==> src/rtl/booth_r4_seq_mul.sv <==
`default_nettype none
// +----------------------------------------------------------------------------+
// | Module   : booth_r4_seq_mul (with BoothPPG_32R4_NORM)                       |
// | Purpose  : iterative 32x32 radix-4 Booth multiplier, one group per cycle.   |
// | Options  : BOOTH_SEQ_EARLY_TERM_EN - stop once the remaining multiplier     |
// |            window is all 0s or all 1s                                       |
// | Revision : 1.0 - initial release                                            |
// +----------------------------------------------------------------------------+

module BoothPPG_32R4_NORM (
  input  logic [31:0] i_mulcand,
  input  logic        i_sign,
  input  logic [2:0]  i_r4input,
  output logic [33:0] o_pp
);
  logic [33:0] w_x34;
  logic [33:0] w_mag;

  assign w_x34 = {{2{i_sign & i_mulcand[31]}}, i_mulcand};

  // Negative digits are emitted as one's complement; the consumer adds the +1.
  always_comb begin
    w_mag = '0;
    case (i_r4input)
      3'b001, 3'b010, 3'b101, 3'b110: w_mag = w_x34;
      3'b011, 3'b100:                 w_mag = {w_x34[32:0], 1'b0};
      default:                        w_mag = '0;
    endcase
    o_pp = i_r4input[2] ? ~w_mag : w_mag;
  end
endmodule

module booth_r4_seq_mul #(
  parameter int TAG_W = 4
) (
  input  logic             clk,
  input  logic             rst,
  input  logic             in_valid,
  output logic             in_ready,
  input  logic             in_sign,
  input  logic [31:0]      in_mulcand,
  input  logic [31:0]      in_mulplier,
  input  logic [TAG_W-1:0] in_tag,
  output logic             out_valid,
  input  logic             out_ready,
  output logic [63:0]      out_product,
  output logic [TAG_W-1:0] out_tag,
  output logic             busy
);
  typedef enum logic [1:0] {
    S_IDLE = 2'd0,
    S_RUN  = 2'd1,
    S_DONE = 2'd2
  } state_t;

  state_t             r_state;
  state_t             w_state_next;
  logic [31:0]        r_x;
  logic               r_sign;
  logic [34:0]        r_yext;
  logic [4:0]         r_g;
  logic [65:0]        r_acc;
  logic [TAG_W-1:0]   r_tag;
  logic [63:0]        r_prod;
  logic [TAG_W-1:0]   r_otag;

  logic [2:0]         w_group;
  logic [33:0]        w_pp;
  logic [65:0]        w_term;
  logic [65:0]        w_add;
  logic [65:0]        w_acc_next;
  logic               w_early;
  logic               w_last;

  // r_yext shifts right two bits per cycle, so the current group is always [2:0].
  assign w_group = r_yext[2:0];

  BoothPPG_32R4_NORM u_ppg (
    .i_mulcand (r_x),
    .i_sign    (r_sign),
    .i_r4input (w_group),
    .o_pp      (w_pp)
  );

  assign w_term     = {{32{w_pp[33]}}, w_pp} + {65'd0, w_group[2]};
  assign w_add      = w_term << {r_g, 1'b0};
  assign w_acc_next = r_acc + w_add;

`ifdef BOOTH_SEQ_EARLY_TERM_EN
  // Window left for the next group is uniform: every remaining digit is zero.
  assign w_early = (r_yext[34:2] == 33'd0) || (&r_yext[34:2]);
`else
  assign w_early = 1'b0;
`endif

  assign w_last = (r_g == 5'd16) || w_early;

  always_ff @(posedge clk) begin
    if (rst) r_state <= S_IDLE;
    else     r_state <= w_state_next;
  end

  always_comb begin
    w_state_next = r_state;
    case (r_state)
      S_IDLE:  if (in_valid)  w_state_next = S_RUN;
      S_RUN:   if (w_last)    w_state_next = S_DONE;
      S_DONE:  if (out_ready) w_state_next = S_IDLE;
      default:                w_state_next = S_IDLE;
    endcase
  end

  always_ff @(posedge clk) begin
    if (rst) begin
      r_x    <= '0;
      r_sign <= 1'b0;
      r_yext <= '0;
      r_g    <= '0;
      r_acc  <= '0;
      r_tag  <= '0;
      r_prod <= '0;
      r_otag <= '0;
    end else begin
      case (r_state)
        S_IDLE: begin
          if (in_valid) begin
            r_x    <= in_mulcand;
            r_sign <= in_sign;
            r_yext <= {{2{in_sign & in_mulplier[31]}}, in_mulplier, 1'b0};
            r_g    <= '0;
            r_acc  <= '0;
            r_tag  <= in_tag;
          end
        end
        S_RUN: begin
          r_acc  <= w_acc_next;
          r_yext <= {{2{r_yext[34]}}, r_yext[34:2]};
          r_g    <= r_g + 5'd1;
          if (w_last) begin
            r_prod <= w_acc_next[63:0];
            r_otag <= r_tag;
          end
        end
        default: ;
      endcase
    end
  end

  assign in_ready    = (r_state == S_IDLE);
  assign busy        = (r_state == S_RUN);
  assign out_valid   = (r_state == S_DONE);
  assign out_product = r_prod;
  assign out_tag     = r_otag;
endmodule
`default_nettype wire

==> config.mk <==
export PLATFORM = sky130hd
export DESIGN_NAME = booth_r4_seq_mul
export DESIGN_NICKNAME = d
export VERILOG_FILES = /design/src/rtl/booth_r4_seq_mul.sv
export SDC_FILE = /design/constraint.sdc
export NUM_CORES = 1
export LEC_CHECK = 0
export ABC_AREA = 1
export CAP_MARGIN = 40
export CORE_ASPECT_RATIO = 0.8
export CORE_MARGIN = 8
export CORE_UTILIZATION = 50
export DETAILED_ROUTE_END_ITERATION = 6
export HOLD_SLACK_MARGIN = 0.05
export PLACE_DENSITY = 0.72
export SYNTH_ARGS = -nofsm -noshare
export SYNTH_HDL_FRONTEND = slang
export SYNTH_SLANG_ARGS = --single-unit
export TNS_END_PERCENT = 10
==> constraint.sdc <==
create_clock -name clk -period 6.85 [get_ports clk]
set_clock_uncertainty 0.1 [all_clocks]
set_input_delay 0.685 -clock clk [delete_from_list [all_inputs] [get_ports clk]]
set_output_delay 0.685 -clock clk [all_outputs]
set_load 0.03 [all_outputs]
==> results of run 1 <==
[per-layer routing]
metal | vias to the layer above | global-route usage [%] | routed length, um
li1 | 8627 | - | -
met1 | 7914 | 41.9 | 26000
met2 | 646 | 41.4 | 22000
met3 | 75 | 6.31 | 4900
met4 | 0 | 5.68 | 1000
met5 | - | 0 | 0
[layout make-up]
cell class                      count  area (um2)  area share (%)
Multi-Input combinational cell   2006       10100            55.5
Sequential cell                   211        4230            23.3
Timing Repair Buffer              176        1740            9.58
Inverter                          208         781            4.30
Clock buffer                       35         692            3.81
Tap cell                          413         517            2.84
Clock inverter                      8         124           0.682
[timing repair]
item	4_1_cts	5_1_grt
setup endpoints to repair	0	25
resized for setup	0	10
setup buffers	0	0
[through the flow]
step,cell area (um2),hold slack (ps)
floorplan,15600,345
global placement,17200,350
detailed placement,17300,352
CTS,18100,361
global route,18200,385
finish,18200,361
[power by group]
group	total [mW]	leakage (nW)	internal, mW	switching (mW)
combinational	1.31	6.02	0.413	0.894
clock	1.34	0.391	0.781	0.558
sequential	1.35	1.72	1.30	0.0501
total	4.00	8.13	2.49	1.50
[worst paths after layout]
check	endpoint	slack (ps)	depth (start not counted)
hold reg to reg	out_product[1]$_SDFFE_PP0P_	360	2
setup / recovery	out_product[63]$_SDFFE_PP0P_	440	34
setup reg to reg	out_product[63]$_SDFFE_PP0P_	440	34
hold / removal	out_product[1]$_SDFFE_PP0P_	360	2
[cells in the mapped netlist, types with 3 or more instances]
cell type / count
a21o_1: 4
a21oi_1: 210
a221oi_1: 3
a31oi_1: 67
buf_1: 17
buf_2: 15
clkbuf_1: 96
dfxtp_1: 211
ha_1: 67
inv_1: 204
inv_2: 3
mux2i_1: 7
nand2_1: 747
nand2_2: 4
nand3_1: 222
nand3b_1: 5
nand4_1: 9
nor2_1: 233
nor2_2: 7
nor2_4: 4
nor3_1: 11
nor4_1: 6
o2111ai_1: 4
o211ai_1: 25
o21a_1: 6
o21ai_0: 204
o21ai_1: 17
o21bai_1: 25
o22ai_1: 9
o31ai_1: 5
or2_2: 33
xnor2_1: 19
xor2_1: 34
[cell families after synthesis]
kind of cell	count (synthesis)	synth area share, %
flops	211	27.1
xor+xnor	54	3.09
simple gates	1289	34.4
fa+ha+maj	68	5.51
buf+inv	340	8.46
mux	7	0.450
compound gates	588	20.9
[flip-flops by register name (all words and copies together), names as in the netlist]
register / flops
out_product: 64
r_acc: 64
r_yext: 35
r_x: 32
r_g: 5
out_tag: 4
r_tag: 4
r_state: 2
r_sign: 1
[worst reg2reg max path: cells and delay by family (launching register included)]
kind / cells / cell delay, ps
AO/OA/AOI/OAI: 4 / 910
adder cells (fa/ha/maj): 2 / 560
multiplexers: 1 / 140
AND/OR/NAND/NOR: 20 / 3010
flip-flops: 1 / 440
buffers and inverters: 5 / 800
XOR/XNOR: 2 / 340
==> key figures, run 1 <==
Timing
  – Slew HR: 43.2%
  – Period utilisation layout: 93.6%
  – Endpoints failing setup: 0
  – Setup ws final: 436 ps
  – Slew Viols, Final: 0
  – Final TNS setup: 0 ps
  – Worst-margin pin slew: 851 ps
  – Fmax: 156 MHz
  – Final Hold Fails: 0
  – Tmin final: 6410 ps

Final layout
  – Non-Filler Instances: 3057
  – Final net count: 2768
  – Commonest non-fill, non-tap cell in the layout: nand2_1
  – # diodes: 0
  – Area grow syn2layout: 16.6%
  – Post-layout util: 59.5%
  – Share of layout cells above drive strength 1: 5.30%
  – Most frequent cells in the layout: nand2_1, nor2_1, nand3_1, dfxtp_1, a21oi_1
  – Fill count: 3081

Logic synthesis
  – EDFF count, synth: 0
  – Synth cell types: 53
  – Gate Count Post-Synth: 2557
  – Synth Warn #: 0
  – Yosys reg bits: 211
  – Synth top area share: 27.1%
  – Synth Flop Type: dfxtp_1
  – Top post-synthesis cells by area: dfxtp_1, nand2_1, nand3_1, a21oi_1, o21ai_0
  – Mapped cell area: 15600 um2
  – Ys async rst share: 0%
  – Dominant cell type by area after synthesis: dfxtp_1
  – Seq/Total Area, Yosys: 27.1%
  – Net count after synthesis: 2698
  – Post-Syn Area per Cell: 6.09 um2

Critical path
  – Critical Path Max Stage Delay: 440 ps
  – Crit Path Max Fanout: 33
  – CP required: 7210 ps
  – Delay-heaviest family, CP: simple AND/OR/NAND/NOR gates
  – CP Capture Type: register
  – WS Path Type: reg -> reg
  – Crit. Startpoint: r_yext[1]$_SDFFE_PP0P_
  – Slowest library cell on the worst path: dfxtp_1
  – CP Buf/Inv Count: 5
  – Most used cell, CP: nand2_1
  – Arr. time, crit path: 6780 ps
  – Critical path launch point type: register
  – FF-to-FF Start: r_yext[1]$_SDFFE_PP0P_

Clocking
  – CTS Sinks: 211
  – CTS tree: done
  – Worst-Skew Late Latency: 560 ps
  – Reg clk slew, reported paths: 60 ps
  – Cts hold-fix bufs: 0
  – Clock Path Buffers: 3
  – CTS buffer count: 24
  – Htree depth: 1
  – Root Buffer: clkbuf_16

Global route
  – Number of antenna violations at the first check in global routing: 0
  – Vias in the first global route: 16032
  – Tot GR Track Use: 28.4%
  – Pin count of the biggest net entering global routing: 73
  – First-pass GRT wire length: 86300 um
  – Overflow after GRT: 0

Route
  – Drt via density: 5.65
  – Vias post-DR: 17262
  – Antenna-violating nets left: 0
  – WL/cell: 17.6 um
  – Pre-antenna DRT Iters: 7
  – Total routed wirelength: 53900 um
  – DRC violations left: 0
  – Detailed Route Iter0 Violations: 1936

Die
  – Die Width: 213 um
  – Initial Util: 51.0%
  – DIE AREA: 37100 um2
  – Area of the core: 30500 um2
  – Chip Height: 174 um
  – FP Rows: 57
  – Boundary Pins: 144

Min path
  – Hold Path Class: reg -> reg
  – Hold path start: out_product[1]$_SDFFE_PP0P_

Placed design
  – Hpwl dp: 41400 um
  – RePlAce Congestion: 1.06
  – Placed insts: 3014
  – Port Buffers: 143
  – Place WS: 421 ps

Power
  – Leakage: 8.13 nW
  – PD cells: 220 nW/um2
  – Worst VDD drop: 0.000183 V
  – Power, Total: 4.00 mW

Outcome
  – Status: finished clean

Flow run
  – Max_cap viols: 0
(Power assumes the default switching activity.)
==> inputs of run 2 (changes only) <==
- CORE_ASPECT_RATIO: 0.8 -> 1.75
==> run 2 against run 1 <==
Compared with the run above: hold slack improved by 5.1 ps; cell count fell by 0.72%; critical path type unchanged; register-to-register slack improved by 70 ps; via count rose by 0.36%; wire length rose by 5.3%; utilization fell by 0.80 points; non-clock buffer count rose by 6; die area rose by 0.51%; clock power fell by 9%; first-iteration DRC count fell by 53%.
==> key figures, run 2 (synthesis results as in run 1) <==
Die
  – Die Width: 149 um (-30%)
  – Chip Height: 249 um (+43%)
  – Boundary Pins: 144 (unchanged)
  – DIE AREA: 37300 um2 (+0.51%)
  – Area of the core: 30700 um2 (+0.69%)
  – Initial Util: 50.7% (-0.35 points)
  – FP Rows: 85 (+49%)

Placed design
  – Place WS: 514 ps (+93.5 ps)
  – RePlAce Congestion: 1.08 (+1.8%)
  – Port Buffers: 143 (unchanged)
  – Hpwl dp: 45100 um (+8.9%)
  – Placed Instance Area: 17300 um2 (about the same)

Timing
  – Setup ws final: 502 ps (+66.4 ps)
  – Slew Viols, Final: 0 (unchanged)
  – RSZ-0062 raised after global routing: no
  – Fmax: 158 MHz (+1.0%)
  – Tmin final: 6350 ps (-66.4 ps)
  – Final Hold Fails: 0 (unchanged)
  – Final TNS setup: 0 ps (unchanged)
  – Worst-margin pin slew: 887 ps (+35.2 ps)
  – Period utilisation layout: 92.7% (-0.97 points)
  – Endpoints failing setup: 0 (unchanged)
  – Slew HR: 40.9% (-2.3 points)

Route
  – Antenna-violating nets left: 0 (unchanged)
  – WL/cell: 18.7 um (+6.0%)
  – Detailed Route Iter0 Violations: 913 (-53%)
  – Top Metal Used: met4
  – Met2 wire length: 29900 um (+36%)
  – DRC violations left: 0 (unchanged)
  – Vias post-DR: 17325 (+0.36%)
  – M1 WL: 19300 um (-26%)
  – Total routed wirelength: 56700 um (+5.3%)
  – Drt via density: 5.71 (+1.1%)
  – Pre-antenna DRT Iters: 5 (-2)
  – Met3 WL: 2360 um (-52%)

Clocking
  – Post-CTS setup repair buffer count: 0 (unchanged)
  – CTS buffer count: 21 (-13%)
  – Htree depth: 1 (unchanged)
  – CTS Sinks: 211 (unchanged)
  – Worst-Skew Late Latency: 540 ps (-20 ps)
  – Root Buffer: clkbuf_16
  – Cts hold-fix bufs: 0 (unchanged)
  – Cts repair resizes: 0 (unchanged)
  – Reg clk slew, reported paths: 60 ps (about the same)
  – CTS tree: done
  – Clock Path Buffers: 3 (unchanged)

Critical path
  – CP Capture Type: register
  – CP required: 7220 ps (about the same)
  – R2R setup slack: 500 ps (+70 ps)
  – Critical path launch point type: register
  – R2R depth: 32 (-5.9%)
  – Crit. Startpoint: r_yext[0]$_SDFFE_PP0P_
  – Critical Path Max Stage Delay: 510 ps (+70 ps)
  – CP endpoint: r_acc[58]$_SDFFE_PP0P_
  – WS Path Type: reg -> reg
  – Reg-to-reg endpoint: r_acc[58]$_SDFFE_PP0P_
  – FF-to-FF Start: r_yext[0]$_SDFFE_PP0P_
  – Most used cell, CP: nand2_1
  – Crit Path Max Fanout: 32 (-3.0%)
  – Arr. time, crit path: 6710 ps (-70 ps)
  – Slowest library cell on the worst path: ha_1

Global route
  – Number of antenna violations at the first check in global routing: 0 (unchanged)
  – Tot GR Track Use: 29.9% (+1.5 points)
  – Pin count of the biggest net entering global routing: 91 (+25%)
  – Overflow after GRT: 0 (unchanged)
  – First-pass GRT wire length: 89200 um (+3.3%)
  – Vias in the first global route: 16959 (+5.8%)

Power
  – Sw Pwr: 1.49 mW (-0.99%)
  – Gate power share: 34.1% (+1.4 points)
  – PD cells: 216 nW/um2 (-1.9%)
  – Flop pwr share: 34.6% (+0.8 points)
  – Leakage: 8.09 nW (-0.47%)
  – Worst VDD drop: 0.000218 V (+19%)
  – Power, Total: 3.89 mW (-2.6%)
  – Int Pwr: 2.41 mW (-3.5%)
  – Switching share of total power: 38.2% (+0.61 points)
  – Clock share of power: 31.2% (-2.3 points)

Min path
  – Hold Path Class: reg -> reg

Final layout
  – # diodes: 0 (unchanged)
  – Final net count: 2771 (+0.11%)
  – Design area: 18000 um2 (-0.65%)
  – Share of layout cells above drive strength 1: 5.22% (-0.076 points)
  – Most frequent cells in the layout: nand2_1, nor2_1, nand3_1, dfxtp_1, a21oi_1
  – Area grow syn2layout: 15.9%
  – Commonest non-fill, non-tap cell in the layout: nand2_1

Flow run
  – Max_cap viols: 0 (unchanged)

Outcome
  – Status: finished clean
==> run 2: cell types whose count changed in the layout (fill, tap and decap cells not counted), moves of 2 or more <==
cell,delta
inv_6,+2
buf_4,+6
clkbuf_16,-3
clkbuf_1,-2
a21oi_1,+2
a21oi_2,-2
==> run 2: metal layers <==
metal	GRT usage (%)	vias to the layer above
met5	0	-
met3	4.19	239
li1	-	8617
met2	55.4	559
met4	25.7	0
met1	27.8	7910
==> run 2: through the flow <==
stage | cells | hold WS [ps] | utilization (%)
after floorplan | 2557 | 345 | -
after global placement | 2995 | 353 | 56.2
after detailed placement | 2997 | 359 | 56.4
after CTS | 3034 | 367 | 58.6
after global routing | 3035 | 382 | 58.7
final | 3035 | 366 | 58.7
==> run 2: power groups by stage <==
stage | Sequential (mW) | Clock, mW | Combinational (mW)
6_report | 1.35 | 1.22 | 1.33
5_1_grt | 1.36 | 1.28 | 1.46
4_1_cts | 1.35 | 1.24 | 1.31
3_5_place_dp | 1.37 | 0 | 1.31
3_3_place_gp | 1.37 | 0 | 1.30
2_1_floorplan | 1.36 | 0 | 0.883
==> run 2: layout make-up <==
class	count	area (um2)
Clock buffer	29	596
Clock inverter	8	103
Fill cell	3085	12700
Inverter	208	781
Multi-Input combinational cell	2006	10100
Sequential cell	211	4220
Tap cell	391	489
Timing Repair Buffer	182	1780
==> run 2: critical path, delay by kind of cell (launching register included) <==
kind,cells,cell delay [ps]
simple gates,19,2860
compound gates,9,1650
fa+ha+maj,1,510
buf+inv,2,460
flops,1,360
xor+xnor,1,310
==> run 2: worst min-delay path by stage <==
stage	startpoint	end	slack, ps	depth (start not counted)
2_1_floorplan	r_acc[2]$_SDFFE_PP0P_	r_acc[2]$_SDFFE_PP0P_	350	2
3_3_place_gp	out_product[39]$_SDFFE_PP0P_	out_product[39]$_SDFFE_PP0P_	350	2
3_5_place_dp	out_product[52]$_SDFFE_PP0P_	out_product[52]$_SDFFE_PP0P_	360	2
4_1_cts	out_product[52]$_SDFFE_PP0P_	out_product[52]$_SDFFE_PP0P_	370	2
5_1_grt	out_product[20]$_SDFFE_PP0P_	out_product[20]$_SDFFE_PP0P_	380	2
6_report	out_product[47]$_SDFFE_PP0P_	out_product[47]$_SDFFE_PP0P_	370	2
